## src/rtl/fre_gen_pkg.sv

```systemverilog
// fre_gen shared types and default widths.
// Imported by the phase core and the top level.
package fre_gen_pkg;

  typedef enum logic [1:0] {
    IDLE     = 2'd0,
    RUN      = 2'd1,
    STOPPING = 2'd2
  } state_t;

  localparam int ACC_W_DEF   = 32;
  localparam int BURST_W_DEF = 16;

endpackage

```

## src/rtl/fre_gen_phase.sv

```systemverilog
// fre_gen phase core: accumulator, carry-out adder
// and duty comparator on the next phase value.
module fre_gen_phase
  import fre_gen_pkg::*;
#(
  parameter int ACC_W = ACC_W_DEF
) (
  input  logic             sys_clk,
  input  logic             rst,
  input  logic             en,
  input  logic             clr,
  input  logic [ACC_W-1:0] ftw,
  input  logic [ACC_W-1:0] duty,
  output logic             phase_out,
  output logic             wrap
);

  logic [ACC_W-1:0] acc;
  logic [ACC_W:0]   sum;

  // one extra bit so the carry marks a period wrap
  always_comb begin
    sum = {1'b0, acc} + {1'b0, ftw};
  end

  assign wrap      = en & sum[ACC_W];
  assign phase_out = (sum[ACC_W-1:0] < duty);

  // clear wins so a stopping edge parks at zero
  always_ff @(posedge sys_clk or negedge rst) begin
    if (!rst) begin
      acc <= '0;
    end else if (clr) begin
      acc <= '0;
    end else if (en) begin
      acc <= sum[ACC_W-1:0];
    end
  end

endmodule

```

## src/rtl/fre_gen.sv

```systemverilog
// fre_gen: NCO square-wave generator, glitch-free reconfig.
// Optional burst mode under FRE_GEN_BURST_EN.
module fre_gen
  import fre_gen_pkg::*;
#(
  parameter int          ACC_W   = ACC_W_DEF,
`ifdef FRE_GEN_BURST_EN
  parameter int          BURST_W = BURST_W_DEF,
`endif
  parameter logic [63:0] CLK_FS  = 64'd200_000_000
) (
  input  logic               sys_clk,
  input  logic               rst,
  input  logic               cfg_valid,
  output logic               cfg_ready,
  input  logic [ACC_W-1:0]   cfg_ftw,
  input  logic [ACC_W-1:0]   cfg_duty,
`ifdef FRE_GEN_BURST_EN
  input  logic [BURST_W-1:0] cfg_burst_len,
  output logic               burst_done,
`endif
  input  logic               start,
  input  logic               stop,
  output logic               clk_out,
  output logic               period_tick,
  output logic               busy
);

  if (CLK_FS == 64'd0) begin : g_fs_chk
    $error("fre_gen: CLK_FS must be non-zero");
  end

  state_t state;
  state_t state_nx;

  logic [ACC_W-1:0] ftw_a;
  logic [ACC_W-1:0] duty_a;
  logic [ACC_W-1:0] ftw_s;
  logic [ACC_W-1:0] duty_s;
  logic             pend;
  logic             accept;
  logic             apply;
  logic             go_idle;
  logic             burst_end;
  logic             ph_en;
  logic             ph_clr;
  logic             ph_out;
  logic             wrap;

  assign cfg_ready = (state == IDLE) | ~pend;
  assign accept    = cfg_valid & cfg_ready;
  assign apply     = pend & (wrap | go_idle);

  fre_gen_phase #(
    .ACC_W(ACC_W)
  ) u_phase (
    .sys_clk  (sys_clk),
    .rst      (rst),
    .en       (ph_en),
    .clr      (ph_clr),
    .ftw      (ftw_a),
    .duty     (duty_a),
    .phase_out(ph_out),
    .wrap     (wrap)
  );

  // state register
  always_ff @(posedge sys_clk or negedge rst) begin
    if (!rst) begin
      state <= IDLE;
    end else begin
      state <= state_nx;
    end
  end

  // next state; zero ftw never wraps, so stop exits at once
  always_comb begin
    state_nx = state;
    go_idle  = 1'b0;
    unique case (state)
      IDLE: begin
        if (start) begin
          state_nx = RUN;
        end
      end
      RUN: begin
        if (burst_end || (stop && ftw_a == '0)) begin
          go_idle = 1'b1;
        end else if (stop) begin
          state_nx = STOPPING;
        end
      end
      STOPPING: begin
        if (wrap || ftw_a == '0) begin
          go_idle = 1'b1;
        end
      end
      default: begin
        state_nx = IDLE;
      end
    endcase
    if (go_idle) begin
      state_nx = IDLE;
    end
  end

  // FSM outputs driving the phase core
  always_comb begin
    ph_en  = (state != IDLE);
    ph_clr = (state == IDLE) | go_idle;
    busy   = (state != IDLE);
  end

  // registered square wave and wrap pulse
  always_ff @(posedge sys_clk or negedge rst) begin
    if (!rst) begin
      clk_out     <= 1'b0;
      period_tick <= 1'b0;
    end else begin
      period_tick <= wrap;
      if (state == IDLE) begin
        clk_out <= start & (duty_a != '0);
      end else if (go_idle) begin
        clk_out <= 1'b0;
      end else begin
        clk_out <= ph_out;
      end
    end
  end

  // active/shadow config; shadow lands only on a wrap
  always_ff @(posedge sys_clk or negedge rst) begin
    if (!rst) begin
      ftw_a  <= '0;
      duty_a <= '0;
      ftw_s  <= '0;
      duty_s <= '0;
      pend   <= 1'b0;
    end else if (state == IDLE) begin
      if (accept) begin
        ftw_a  <= cfg_ftw;
        duty_a <= cfg_duty;
      end
    end else begin
      if (apply) begin
        ftw_a  <= ftw_s;
        duty_a <= duty_s;
        pend   <= 1'b0;
      end
      if (accept) begin
        ftw_s  <= cfg_ftw;
        duty_s <= cfg_duty;
        pend   <= 1'b1;
      end
    end
  end

`ifdef FRE_GEN_BURST_EN
  logic [BURST_W-1:0] blen_a;
  logic [BURST_W-1:0] blen_s;
  logic [BURST_W-1:0] bcnt;

  assign burst_end = (state == RUN) & wrap
                   & (blen_a != '0)
                   & (bcnt + 1'b1 == blen_a);

  // burst length follows the same active/shadow path
  always_ff @(posedge sys_clk or negedge rst) begin
    if (!rst) begin
      blen_a <= '0;
      blen_s <= '0;
    end else if (state == IDLE) begin
      if (accept) begin
        blen_a <= cfg_burst_len;
      end
    end else begin
      if (apply) begin
        blen_a <= blen_s;
      end
      if (accept) begin
        blen_s <= cfg_burst_len;
      end
    end
  end

  // wrap counter and completion pulse
  always_ff @(posedge sys_clk or negedge rst) begin
    if (!rst) begin
      bcnt       <= '0;
      burst_done <= 1'b0;
    end else begin
      burst_done <= burst_end;
      if (state == IDLE && start) begin
        bcnt <= '0;
      end else if (wrap) begin
        bcnt <= bcnt + 1'b1;
      end
    end
  end
`else
  assign burst_end = 1'b0;
`endif

endmodule

```

## config.mk

```make
export PLATFORM = sky130hd
export DESIGN_NAME = fre_gen
export DESIGN_NICKNAME = d
export VERILOG_FILES = /design/src/rtl/fre_gen_pkg.sv /design/src/rtl/fre_gen_phase.sv /design/src/rtl/fre_gen.sv
export SDC_FILE = /design/constraint.sdc
export NUM_CORES = 1
export LEC_CHECK = 0
export BUFFER_PORTS_ARGS = -buffer_cell sky130_fd_sc_hd__clkbuf_2
export CORE_ASPECT_RATIO = 0.75
export CORE_MARGIN = 4
export CORE_UTILIZATION = 24
export CTS_BUF_LIST = sky130_fd_sc_hd__clkbuf_8
export DETAILED_ROUTE_END_ITERATION = 12
export GPL_ROUTABILITY_DRIVEN = 1
export HOLD_SLACK_MARGIN = 0.02
export SYNTH_ARGS = -nofsm -noshare
export SYNTH_HDL_FRONTEND = slang
export SYNTH_HIERARCHICAL = 1
export SYNTH_SLANG_ARGS = --single-unit
```

## constraint.sdc

```tcl
create_clock -name sys_clk -period 4.39 [get_ports sys_clk]
set_input_delay 0.878 -clock sys_clk [delete_from_list [all_inputs] [get_ports sys_clk]]
set_output_delay 0.878 -clock sys_clk [all_outputs]
set_load 0.02 [all_outputs]
```

==> results of run 1 <==
kinds of logic after synthesis:
group,Yosys count,share of synthesized area
flops,165,0.432
simple gates,216,0.127
buf+inv,84,0.0392
xor+xnor,27,0.0256
compound gates,226,0.191
mux,82,0.0944
fa+ha+maj,68,0.0899
worst register-to-register path: stages (launching register included):
cell	delay [ps]
dfrtp_1	410
ha_1	250
fa_1	420
a21o_1	210
a22oi_1	260
nor3_2	110
nor3_4	240
o41ai_4	130
a211oi_1	250
nor3_1	110
and3_1	170
a41o_1	260
or2_2	440
buf_4	270
nand3b_1	180
a211oi_1	210
nand3b_1	130
layout make-up:
type | count | share of cell area
inverters | 42 | 0.0145
clock buffers | 17 | 0.0215
flip-flops and latches | 165 | 0.379
well taps | 512 | 0.0588
repair buffers | 86 | 0.0479
multi-input cells | 619 | 0.466
clock inverters | 15 | 0.0124
final timing paths:
kind                                 startpoint               to  slack, ps  cells after the start
worst min-delay path                        rst        ftw_s[31]        460                      1
min in group sys_clk            u_phase/acc[25]  u_phase/acc[25]        500                      1
worst min register to register  u_phase/acc[25]  u_phase/acc[25]        500                      1
max in group asynchronous                   rst         ftw_a[9]       3010                      2
worst max register to register         ftw_a[0]  u_phase/acc[30]        320                     16
worst max-delay path                   ftw_a[0]  u_phase/acc[30]        320                     16
sequential cells by signal, summed over array words and instances (netlist names):
| register | flops |
|---|---|
| duty_s | 32 |
| ftw_s | 32 |
| u_phase/acc | 32 |
| period_tick | 1 |
| duty_a | 32 |
| clk_out | 1 |
| ftw_a | 32 |
| pend | 1 |
| state | 2 |
placed cells by master (no fill, tap or decap), types with 10 or more instances in the layout:
cell / n
dfrtp_1: 165
nor2_1: 36
mux2_2: 64
nor4_1: 16
nand3_1: 11
a21oi_1: 44
o221a_2: 15
inv_1: 42
buf_4: 10
mux2i_1: 18
nand2_1: 26
or2_2: 66
a21o_1: 29
nand4_1: 14
xnor2_1: 18
o21ai_0: 25
clkbuf_8: 17
ha_1: 67
o221a_1: 49
clkbuf_2: 71
per-stage QoR:
stage / worst slack [ps] / instance area (um2) / hold slack, ps / instances
floorplan: 694 / 9550 / 463 / 868
global placement: 327 / 10500 / 476 / 1424
detailed placement: 278 / 10500 / 484 / 1424
CTS: 254 / 10900 / 486 / 1456
global route: 39.0 / 10900 / 514 / 1456
finish: 319 / 10900 / 462 / 1456
per-layer routing:
metal  GRT usage  vias up
met5           0        -
met4      0.0237        4
met2       0.158      168
met1       0.193     3511
li1            -     3389
met3      0.0344       16
repair_timing:
item,in CTS,in global routing
setup endpoints to repair,0,3
endpoints found under the hold margin,0,0
hold buffers,0,0
resized for setup,0,2
==> results.yml, run 1 <==
outcome:
  status: "finished clean"
timing:
  finalSetupViolCount: 0
  final-max-slew-violation-count: 0
  slew_headroom: 0.357
  worstMarginPinSlew_ps: 961
  period_needed_ps: 4070
  skew_ps: 19.2
  tns_ps: 0
  max_freq_ghz: 0.246
  hold_viol: 0
  period_share: 0.927
  rsz0062_at_grt: "no"
synth:
  synth.distinct_cells: 64
  synth_seq_cells: 165
  synth_area_leader_cell: "dfrtp_1"
  synth.most_common_cell: "dfrtp_1"
  syn-instance-count: 868
  ys.flop_type: "dfrtp_1"
  synth_area_leaders: "dfrtp_1 (43%), ha_1 (8.8%), mux2_2 (7.5%), o221a_1 (5.8%), or2_2 (4.3%)"
  mappedNetlistNets: 1005
  synth_edf_count: 0
  ys_seq_area_frac: 0.432
  netlist.area_leader.share: 0.432
  syn_area_um2: 9550
  yosysWarnings: 6
  synthArstFlopShare: 1.00
  synth_commonest_cells: "dfrtp_1 (165), ha_1 (67), or2_2 (65)"
  syn_avg_cell_area_um2: 11.0
die:
  io_pins: 73
  row_count: 62
  die-area_um2: 43100
  die_w_um: 238
  core_um2: 38800
  start_util: 0.246
  dieHeight_um: 181
worst_hold_path:
  min_path_type: "in -> async"
detailed_routing:
  met2_length_um: 10200
  drc: 0
  vias_per_cell: 4.87
  highest_layer: "met5"
  met3_length_um: 1540
  drtIter0Drc: 492
  wl_met1_um: 14000
  drt-total-wl_um: 25900
  ant_nets: 0
  wl_per_cell_um: 17.8
  dr.pass1.iters: 5
  vias: 7088
finish:
  area_delta_synth_final_pct: 14.0
  fillers: 4038
  multiInputGateArea_um2: 5070
  register_area_um2: 4130
  insertedDiodeCount: 0
  nNetsFinal: 1068
  drive_above_1_share: 0.289
  final_util: 0.281
global_routing:
  antenna_found_initial: 2
  grt_pass1_vias: 6857
  grt_max_degree: 96
  grtUsageTotal: 0.121
  grt_pass1_wl_um: 41200
  grt-ovfl-total: 0
place:
  port_buffers: 72
  hpwl_um: 19100
  place.gp.congestion: 0.865
worst_setup_path:
  cp.arrival_ps: 4490
  critPathSlowestCell: "or2_2"
  cp_max_fo: 18
  worst_setup_path_start_kind: "flop"
  required_ps: 4810
  cp_cell_sequence: "ha_1 > fa_1 > a21o_1 > a22oi_1 > nor3_2 > nor3_4 > o41ai_4 > a211oi_1 > nor3_1 > and3_1 > a41o_1 > or2_2 > buf_4 > nand3b_1 > a211oi_1 > nand3b_1"
  crit_path_end_kind: "flop"
  crit_type: "reg -> reg"
  critPathBufInv: 1
  max_stage_delay_ps: 440
  cp_top_family: "simple AND/OR/NAND/NOR gates"
cts:
  insertion_delay_ps: 480
  cts_buffer_depth: 2
  cts_tree: "built"
  path_clk_slew_ps: 110
  htreeDepth: 4
  cts_buffers: 17
  cts_sinks: 165
  root_buffer: "clkbuf_8"
  cts_setup_buffers: 0
flow_run:
  cap_violations: 0
Power of run 1 is left out: the tool's default activity adds up to more than one toggle a clock period on the data nets, which glitch-free logic cannot reach.
==> inputs of run 2 (changes only) <==
- SYNTH_HIERARCHICAL: 1 -> unset
==> run 2 against run 1 <==
Core utilization is 0.13 points lower. Clock-buffer cell count grew 1. Worst setup slack got worse by 67 ps. Critical endpoint is now clk_out. Sequential share of layout area grew 2.0 points. Via count down 5.4%. Critical path depth unchanged. First-iteration DRC count is 26% higher. Die area is 5.5% lower. Critical path type unchanged. Sequential cell count unchanged. Synthesized cell count is 4.8% lower. Area after synthesis fell by 5.7%. Non-clock buffer count shrank 3.
==> results.yml, run 2 <==
outcome:
  status: "finished clean"
die:
  row_count: 61
  start_util: 0.243
  die_w_um: 232
  io_pins: 73
  dieHeight_um: 176
  core_um2: 37000
  die-area_um2: 40700
timing:
  worstMarginPinSlew_ps: 1110
  max_freq_ghz: 0.242
  finalSetupViolCount: 0
  hold_viol: 0
  slew_headroom: 0.259
  period_share: 0.943
  final-max-slew-violation-count: 0
  skew_ps: 21.2
  period_needed_ps: 4140
synth:
  synth_fa_ha_area_frac: 0.0953
  netlist.area_leader.share: 0.459
  synth.distinct_cells: 54
  synth.most_common_cell: "dfrtp_1"
  syn_area_um2: 9000
  yosysWarnings: 0
  synth-xor-area-share: 0.0253
  synth_top_family_by_area: "compound AO/OA/AOI/OAI gates"
  ys_seq_area_frac: 0.459
  synth_area_leader_cell: "dfrtp_1"
  yosys-mux-area-fraction: 0.0869
  synthSimpleGateAreaFrac: 0.0888
  synth_commonest_cells: "dfrtp_1 (165), ha_1 (67), mux2_2 (65)"
  synth_area_leaders: "dfrtp_1 (46%), ha_1 (9.3%), mux2_2 (8.1%), o21a_1 (3.3%), o22a_1 (3.2%)"
  ys.flop_type: "dfrtp_1"
  syn-instance-count: 826
  mappedNetlistNets: 963
  synth_compound_area_frac: 0.209
  synth_seq_cells: 165
  syn_avg_cell_area_um2: 10.9
  synth_edf_count: 0
  synthArstFlopShare: 1.00
detailed_routing:
  highest_layer: "met5"
  vias: 6706
  dr.pass1.iters: 5
  vias_per_cell: 4.77
  met3_length_um: 1640
  drc: 0
  drt-total-wl_um: 24700
  wl_per_cell_um: 17.6
  met2_length_um: 8960
  drtIter0Drc: 620
  ant_nets: 0
  wl_met1_um: 13800
cts:
  htreeDepth: 4
  cts_sinks: 165
  cts_tree: "built"
  cts_buffer_depth: 2
  cts_buffers: 17
  path_clk_slew_ps: 100
  insertion_delay_ps: 490
  root_buffer: "clkbuf_8"
  cts_hold_buf: 0
global_routing:
  grt_pass1_vias: 6559
  antenna_found_initial: 2
  grt_max_degree: 97
  grt_pass1_wl_um: 39100
  grtUsageTotal: 0.123
  grt-ovfl-total: 0
worst_setup_path:
  cp_top_family: "compound AO/OA/AOI/OAI gates"
  crit_top_cell: "a21o_1"
  required_ps: 4790
  cp.arrival_ps: 4540
  cp_max_fo: 4
  worst_setup_path_start_kind: "flop"
  max_stage_delay_ps: 450
  critPathBufInv: 0
  critPathSlowestCell: "dfrtp_1"
  crit_path_end_kind: "flop"
  cp_cell_sequence: "ha_1 > a211o_1 > a2111oi_4 > a2bb2oi_2 > a211oi_1 > nor3_1 > o21ai_1 > xnor2_1 > ha_1 > a21o_1 > a21o_1 > a21o_1 > a21o_1 > a211oi_1 > o21ai_0 > o31ai_1"
  crit_type: "reg -> reg"
  r2r_slack_ps: 250
place:
  place.gp.congestion: 0.919
  place_area_um2: 9930
  port_buffers: 72
  hpwl_um: 18600
finish:
  drive_above_1_share: 0.215
  nNetsFinal: 1026
  area_delta_synth_final_pct: 14.9
  insertedDiodeCount: 0
  layout_common_cells: "dfrtp_1 (165), clkbuf_2 (71), ha_1 (67)"
  final_common_cell: "dfrtp_1"
  fillers: 3863
  final_cell_area_um2: 10300
worst_hold_path:
  min_path_type: "in -> async"
flow_run:
  cap_violations: 0
-- run 2: cells by family (layout without fill, tap and decap cells) --
family	after synthesis	after routing
compound gates	265	265
flops	165	165
fa+ha+maj	68	68
mux	70	70
xor+xnor	26	26
buf+inv	80	156
simple gates	152	152
-- run 2: per-layer routing --
metal,vias up,GRT usage
met5,-,0
met4,4,0.0286
met3,22,0.0383
met2,171,0.148
met1,3281,0.205
li1,3228,-
-- run 2: final timing paths --
path                       startpoint         end  depth (start not counted)
max                          ftw_a[1]     clk_out                         16
min in group sys_clk         ftw_s[7]    ftw_s[7]                          1
min                               rst    ftw_s[3]                          1
max in group asynchronous         rst  duty_s[25]                          2
min reg2reg                  ftw_s[7]    ftw_s[7]                          1
max reg2reg                  ftw_a[1]     clk_out                         16
-- run 2: timing repair --
item / CTS / global route
hold endpoints to repair: 0 / 0
setup buffers: 0 / 0
setup endpoints to repair: 0 / 1
resized for setup: 0 / 5
-- run 2: through the flow --
| step | hold WS [ps] | TNS [ps] | util | setup slack [ps] | cells |
|---|---|---|---|---|---|
| final | 396 | 0 | 0.279 | 252 | 1406 |
| after global routing | 417 | -27.7 | 0.279 | -27.7 | 1406 |
| after CTS | 396 | 0 | 0.279 | 69.7 | 1406 |
| after detailed placement | 497 | 0 | 0.268 | 148 | 1374 |
| after global placement | 490 | 0 | 0.268 | 159 | 1374 |
| after floorplan | 482 | 0 | - | 573 | 826 |
-- run 2: area by class of cell --
type,count,area (um2),share of cell area
timing repair buffer,83,449,0.0434
multi-input combinational,581,4600,0.445
clock inverter,14,129,0.0125
tap,504,631,0.0610
inverter,41,154,0.0149
clock buffer,18,248,0.0240
sequential,165,4130,0.399
Power of run 2 is left out for the same reason.
==> inputs of run 3 (changes only) <==
- CORE_ASPECT_RATIO: 0.75 -> 1.1
==> run 3 against run 2 <==
Hold slack gained 4.0 ps. Via count shrank 0.25%. Register-to-register slack gained 70 ps. Wire length shrank 4.0%. First-iteration DRC count shrank 53%. Largest cell class unchanged. Highest routed layer is now met4.
==> results.yml, run 3 (synthesis results as in run 2) <==
die:
  core_um2: 37100
  row_count: 74
  start_util: 0.242
  io_pins: 73
  die-area_um2: 40700
  dieHeight_um: 211
  die_w_um: 193
cts:
  htreeDepth: 4
  insertion_delay_ps: 460
  cts_buffer_depth: 2
  path_clk_slew_ps: 90
  cts_buffers: 17
  cts_sinks: 165
  root_buffer: "clkbuf_8"
  cts_tree: "built"
finish:
  nNetsFinal: 1023
  drive_above_1_share: 0.211
  multiInputGateArea_um2: 4600
  fillers: 3903
  layout_common_cells: "dfrtp_1 (165), clkbuf_2 (71), ha_1 (67)"
  final_common_cell: "dfrtp_1"
  register_area_um2: 4130
  area_delta_synth_final_pct: 14.6
  insertedDiodeCount: 0
place:
  hpwl_um: 17600
  post-place-ws_ps: 126
  place.gp.congestion: 0.892
  port_buffers: 72
worst_setup_path:
  required_ps: 4750
  cp.arrival_ps: 4430
  cp_max_fo: 4
  worst_setup_path_start_kind: "flop"
  crit_type: "reg -> reg"
  crit_path_end_kind: "flop"
detailed_routing:
  drt-total-wl_um: 23700
  drtIter0Drc: 290
  wl_per_cell_um: 17.0
  drc: 0
  vias_per_cell: 4.81
  dr.pass1.iters: 4
  vias: 6689
  ant_nets: 0
flow_run:
  cap_violations: 0
timing:
  hold_viol: 0
  skew_ps: 12.1
  period_share: 0.926
  final.setup.worst_slack_ps: 324
  tns_ps: 0
  max_freq_ghz: 0.246
  finalSetupViolCount: 0
  holdWs_ps: 400
  period_needed_ps: 4070
  worstMarginPinSlew_ps: 1100
  final-max-slew-violation-count: 0
  rsz0062_at_grt: "no"
  slew_headroom: 0.265
global_routing:
  grt_max_degree: 100
  grtUsageTotal: 0.118
  grt-ovfl-total: 0
  grt_pass1_wl_um: 38000
  antenna_found_initial: 0
  grt_pass1_vias: 7022
worst_hold_path:
  min_path_type: "in -> async"
outcome:
  status: "finished clean"
==> run 3: changes by cell type in the layout (fill, tap and decap cells not counted), moves of 2 or more <==
cell and delta:
clkinv_4 -5, inv_6 -2, buf_4 -4, inv_1 +2
==> run 3: final timing paths <==
check,to,from,slack [ps],cells after the start
max,clk_out,ftw_a[2],320,16
min reg2reg,ftw_s[2],ftw_s[2],510,1
min in group sys_clk,ftw_s[2],ftw_s[2],510,1
min,duty_s[8],rst,400,1
max reg2reg,clk_out,ftw_a[2],320,16
max in group asynchronous,ftw_a[27],rst,3030,2
==> run 3: stage by stage <==
step | instance area (um2) | utilization | cells
finish | 10300 | 0.278 | 1391
global route | 10300 | 0.278 | 1391
CTS | 10300 | 0.277 | 1391
detailed placement | 9910 | 0.267 | 1361
global placement | 9910 | 0.267 | 1361
floorplan | 9000 | - | 826
==> run 3: what timing repair did <==
action | 4_1_cts | 5_1_grt
hold buffers | 0 | 0
gates resized for setup | 0 | 5
endpoints found under the setup margin | 0 | 1
buffers inserted | 0 | 0
hold endpoints to repair | 0 | 0
==> run 3: layer usage <==
| layer | GRT usage | up-vias | part of all wire |
|---|---|---|---|
| met1 | 0.144 | 3356 | 0.43 |
| li1 | - | 3220 | - |
| met2 | 0.211 | 80 | 0.52 |
| met4 | 0.0366 | 0 | 0.021 |
| met5 | 0 | - | 0 |
| met3 | 0.0233 | 33 | 0.032 |
==> run 3: critical path, stage by stage, from the launching register on <==
cell and delay (ps):
dfrtp_1 410, ha_1 360, o211a_1 260, a2111oi_2 470, a2bb2oi_2 250, a211oi_1 160, nor3_2 230, o21ai_0 180
xnor2_1 170, ha_1 300, a21o_1 180, a21o_1 170, a21o_1 160, a21o_1 160, a211oi_1 200, o21ai_0 110
o31ai_1 190
==> run 3: area by class of cell <==
cell class,instances,area share
Sequential cell,165,0.400
Inverter,41,0.0149
Tap cell,494,0.0599
Clock inverter,11,0.0109
Clock buffer,19,0.0254
Multi-Input combinational cell,581,0.446
Timing Repair Buffer,80,0.0426
Power of run 3 is left out for the same reason.
